$ cat config.mk
export PLATFORM = sky130hd
export DESIGN_NAME = vram_arbiter
export DESIGN_NICKNAME = d
export VERILOG_FILES = /design/src/rtl/vram_arbiter.sv
export SDC_FILE = /design/constraint.sdc
export NUM_CORES = 1
export LEC_CHECK = 0
export CAP_MARGIN = 20
export CORE_AREA = 2 2 83 69
export CTS_BUF_LIST = sky130_fd_sc_hd__clkbuf_8
export DETAILED_ROUTE_END_ITERATION = 10
export DIE_AREA = 0 0 85 71
export PLACE_DENSITY = 0.88
export SYNTH_ARGS = -nofsm -noshare
export SYNTH_HDL_FRONTEND = slang
export SYNTH_SLANG_ARGS = --single-unit
$ cat constraint.sdc
create_clock -name CLK -period 1.2 [get_ports CLK]
set_input_delay 0.24 -clock CLK [delete_from_list [all_inputs] [get_ports CLK]]
set_output_delay 0.24 -clock CLK [all_outputs]
set_load 0.02 [all_outputs]
$ cat src/rtl/vram_arbiter.sv
// Arbitrates one single-port VRAM between the display fetcher (default owner) and the CPU.
// Define VRAM_ARB_STARVE_GUARD_EN to add the CPU starvation guard.
module vram_arbiter #(
    parameter int ADDR_WIDTH   = 16,
    parameter int DATA_WIDTH   = 16,
    parameter int CPU_MAX_WAIT = 64
) (
    input  logic                  CLK,
    input  logic                  RST_N,
    input  logic                  disp_req,
    input  logic [ADDR_WIDTH-1:0] disp_addr,
    output logic                  disp_gnt,
    output logic [DATA_WIDTH-1:0] disp_rdata,
    output logic                  disp_rvalid,
    input  logic                  cpu_req,
    input  logic [ADDR_WIDTH-1:0] cpu_addr,
    input  logic                  cpu_we,
    input  logic [DATA_WIDTH-1:0] cpu_wdata,
    output logic                  cpu_gnt,
    output logic [DATA_WIDTH-1:0] cpu_rdata,
    output logic                  cpu_rvalid,
    output logic                  ram_en,
    output logic                  ram_we,
    output logic [ADDR_WIDTH-1:0] ram_addr,
    output logic [DATA_WIDTH-1:0] ram_wdata,
    input  logic [DATA_WIDTH-1:0] ram_rdata,
    output logic                  disp_overrun
);

    logic force_cpu;

`ifdef VRAM_ARB_STARVE_GUARD_EN
    localparam logic [7:0] MAX_WAIT = 8'(CPU_MAX_WAIT);

    logic [7:0] wait_cnt;
    logic       overrun_q;

    assign force_cpu = (wait_cnt == MAX_WAIT);

    // wait_cnt counts consecutive refused CPU cycles; it cannot pass MAX_WAIT
    // because the forced slot grants a pending CPU request.
    always_ff @(posedge CLK or negedge RST_N) begin
        if (!RST_N) begin
            wait_cnt  <= '0;
            overrun_q <= 1'b0;
        end else begin
            if (cpu_req && !cpu_gnt) wait_cnt <= wait_cnt + 8'd1;
            else                     wait_cnt <= '0;
            if (force_cpu && cpu_req && disp_req) overrun_q <= 1'b1;
        end
    end

    assign disp_overrun = overrun_q;
`else
    logic unused_max_wait;
    assign unused_max_wait = (CPU_MAX_WAIT != 0);
    assign force_cpu       = 1'b0;
    assign disp_overrun    = 1'b0;
`endif

    // Stage 0: combinational grant, held off while reset is asserted
    always_comb begin
        disp_gnt = 1'b0;
        cpu_gnt  = 1'b0;
        if (RST_N) begin
            if (force_cpu && cpu_req) cpu_gnt  = 1'b1;
            else if (disp_req)        disp_gnt = 1'b1;
            else if (cpu_req)         cpu_gnt  = 1'b1;
        end
    end

    logic vld_p1, cpu_p1, rd_p1;
    logic vld_p2, cpu_p2, rd_p2;

    // Stage 1: RAM command and first return tag
    always_ff @(posedge CLK or negedge RST_N) begin
        if (!RST_N) begin
            ram_en    <= 1'b0;
            ram_we    <= 1'b0;
            ram_addr  <= '0;
            ram_wdata <= '0;
            vld_p1    <= 1'b0;
            cpu_p1    <= 1'b0;
            rd_p1     <= 1'b0;
        end else begin
            ram_en <= disp_gnt | cpu_gnt;
            ram_we <= cpu_gnt & cpu_we;
            if (disp_gnt) begin
                ram_addr <= disp_addr;
            end else if (cpu_gnt) begin
                ram_addr  <= cpu_addr;
                ram_wdata <= cpu_wdata;
            end
            vld_p1 <= disp_gnt | cpu_gnt;
            cpu_p1 <= cpu_gnt;
            rd_p1  <= disp_gnt | ~cpu_we;
        end
    end

    // Stage 2: tag aligned with the RAM read data
    always_ff @(posedge CLK or negedge RST_N) begin
        if (!RST_N) begin
            vld_p2 <= 1'b0;
            cpu_p2 <= 1'b0;
            rd_p2  <= 1'b0;
        end else begin
            vld_p2 <= vld_p1;
            cpu_p2 <= cpu_p1;
            rd_p2  <= rd_p1;
        end
    end

    assign disp_rvalid = vld_p2 & rd_p2 & ~cpu_p2;
    assign cpu_rvalid  = vld_p2 & rd_p2 & cpu_p2;
    assign disp_rdata  = ram_rdata;
    assign cpu_rdata   = ram_rdata;

endmodule

==> run_results.csv <==
group,metric,value,unit
run_status,status,"finished with violations",
run_status,violations,"setup timing",
worst_setup_path,crit_arrival,0.97,ns
synthesis,yosysSeqAreaShare,50.3,%
drt,drtIter0Drc,82,
drt,drc_errors,0,
worst_setup_path,critical-path-max-stage-delay,0.38,ns
finish,utilization,51.2,%
worst_setup_path,crit_fanout,2,
timing,hold_viol,0,
drt,wl_per_cell,14.7,microns
floorplan,ioPinCount,140,
finish,fin_nets,309,
clock_tree,cts.reportedPaths.clkPinSlew,0.07,ns
synthesis,synth-edff-count,0,
floorplan,core,0.00526,sq mm
floorplan,die_h,71,microns
placement,dp.cells,297,
worst_setup_path,criticalPathCategory,"reg2out",
clock_tree,post_cts_buffers,0,
clock_tree,htreeDepth,2,
power_and_ir_drop,p_leak,0.00134,uW
synthesis,netlist_area,0.00194,sq mm
worst_setup_path,reg2reg_from,"ram_addr[0]",
power_and_ir_drop,ir_worst_vdd,0.000705,V
global_route,grt_pass1_vias,1552,
drt,drt-pass1-iter-count,5,
worst_setup_path,rrSetupSlack,0.38,ns
timing,finalCriticalPeriod,1.21,ns
global_route,antenna_found_initial,0,
synthesis,synthArstFlopShare,100,%
timing,timing.final.crit_share,101,%
timing,holdWs,0.0273,ns
synthesis,synth_cells,172,
global_route,grt_max_degree,30,
timing,skew,0.00281,ns
worst_setup_path,regToRegEndpoint,"ram_addr[0]",
clock_tree,root_buffer,"clkbuf_8",
min_path,hold_path_class,"in2async",
synthesis,yosysMostFrequentCell,"dfrtp_1",
worst_setup_path,crit_chain,"and3_4, buf_6",
synthesis,synth_ff_type,"dfrtp_1",
power_and_ir_drop,power_density,1260,mW/mm^2
global_route,grt_usage,15.8,%
timing,final-setup-viol-count,1,
clock_tree,cts_inserted_buffers,5,
floorplan,dieArea,0.00604,sq mm
synthesis,synth_top_area_share,50.3,%
synthesis,synth_fp_nets,241,
finish,fill_cells,501,
placement,place_ws,-0.624,ns
run,maxCapViolCount,0,
placement,hpwlAfterDp,3.36,mm
floorplan,initial_core_util,36.9,%
global_route,grt_pass1_wl,7.49,mm
synthesis,synth_area_leader_cell,"dfrtp_1",
finish,antenna_cells,0,
synthesis,synth_area_leaders,"dfrtp_1, buf_4, a222oi_1",
drt,wl,4.50,mm
worst_setup_path,crit_family,"flip-flops",
finish,drive_above_1_share,27.8,%
timing,fin_ws,-0.00645,ns
synthesis,ys_seq_elements,39,
timing,fmax,0.829,GHz
finish,instances_no_fill,306,
finish,syn2layout_area_growth,38.7,%
floorplan,row_count,24,
drt,drtAntennaViolNets,0,
placement,io_buffers,90,
synthesis,yosys_warnings,0,
worst_setup_path,end_kind,"primary output",
clock_tree,clock_path_buffers,2,
worst_setup_path,crit_slowest_cell,"dfrtp_1",
worst_setup_path,crit_cells,2,
worst_setup_path,crit_buf_inv,1,
synthesis,synth.distinct_cells,20,
drt,viasPerCell,4.62,
worst_setup_path,start_kind,"register",
timing,drv_slew,0,
worst_setup_path,reg2reg_depth,2,
worst_setup_path,cp.required,0.96,ns
drt,vias,1413,
clock_tree,cts.sinks,39,
clock_tree,insertion_delay,0.28,ns
floorplan,die_x,85,microns
synthesis,synthTopCellsByCount,"dfrtp_1, buf_4, inv_1, a222oi_1, nor2b_1",
clock_tree,tritoncts,"yes",
timing,rsz0062_at_grt,"true",
synthesis,avgSynthCellArea,11.3,sq um
placement,gp_congestion,0.696,
global_route,grt_remaining_overflow,0,
==> where the power goes <==
| group | switching (uW) | total (uW) | internal [uW] |
|---|---|---|---|
| Sequential | 92.7 | 1590 | 1500 |
| Combinational | 497 | 977 | 480 |
| Clock | 423 | 814 | 390 |
| Total | 1010 | 3380 | 2370 |
==> worst max-delay path by stage <==
stage | start | endpoint | slack [ns]
2_1_floorplan | cpu_req | ram_wdata[10] | 0.08
3_3_place_gp | disp_req | cpu_gnt | -0.59
3_5_place_dp | cpu_req | cpu_gnt | -0.62
4_1_cts | rd_p2 | cpu_rvalid | -0.02
5_1_grt | rd_p2 | cpu_rvalid | -0.05
6_report | rd_p2 | cpu_rvalid | -0.006
==> metal layers <==
metal	wire, microns	up-vias	share of wire, %	track usage, %
met5	0	-	0	0
met3	289	15	6.4	4.67
met4	70	0	1.6	6.53
met1	1860	680	41	19.2
li1	-	663	-	-
met2	2270	55	51	26.5
==> cells by family after synthesis <==
| family | after synthesis | share of synthesized area (%) |
|---|---|---|
| and+or+nand+nor | 24 | 8.45 |
| other | 1 | 0.193 |
| DFF | 39 | 50.3 |
| buffers and inverters | 75 | 23.1 |
| muxes | 16 | 9.28 |
| AOI/OAI and AO/OA | 17 | 8.70 |
==> stage by stage <==
stage | power, uW | cell area (sq um) | setup TNS [ns]
2_1_floorplan | 2250 | 1940 | 0
3_3_place_gp | 2710 | 2710 | -14.49
3_5_place_dp | 2750 | 2710 | -16.52
4_1_cts | 3530 | 2820 | -0.0243
5_1_grt | 3590 | 2690 | -0.0907
6_report | 3380 | 2690 | -0.00645
==> layout by cell type (no fill, tap or decap) <==
master,count
clkdlybuf4s50_1,49
dfrtp_1,39
inv_1,36
buf_2,24
nor2b_1,16
a222oi_1,16
buf_4,10
clkdlybuf4s15_2,10
mux2_1,9
mux2_2,7
clkbuf_8,5
dlygate4sd2_1,2
buf_6,2
buf_12,2
and2_4,1
nand2b_1,1
nand2_1,1
nor2_1,1
and3_4,1
nand3b_4,1
o21ai_2,1
nor2b_2,1
and3_1,1
conb_1,1
clkinv_2,1
dlygate4sd3_1,1
clkbuf_2,1
clkdlybuf4s15_1,1
==> state kept, by name (all words and copies together), names as in the netlist <==
signal     flops
cpu_p2         1
ram_we         1
rd_p1          1
rd_p2          1
vld_p1         1
cpu_p1         1
vld_p2         1
ram_addr      16
ram_wdata     16
==> cell type report <==
class                   count  area, sq um  share of cell area (%)
clock inverters             3         12.5                   0.465
multi-input cells          58          522                    19.4
repair buffers            102          903                    33.6
clock buffers               5         68.8                    2.56
well taps                  65         81.3                    3.02
inverters                  34          128                    4.74
flip-flops and latches     39          976                    36.3
==> repair_timing <==
action | 4_1_cts | 5_1_grt
resized for setup | 122 | 25
endpoints found under the hold margin | 10 | 0
hold buffers | 1 | 0
pin swaps | 1 | 0
endpoints found under the setup margin | 70 | 25
(Power assumes the default switching activity.)
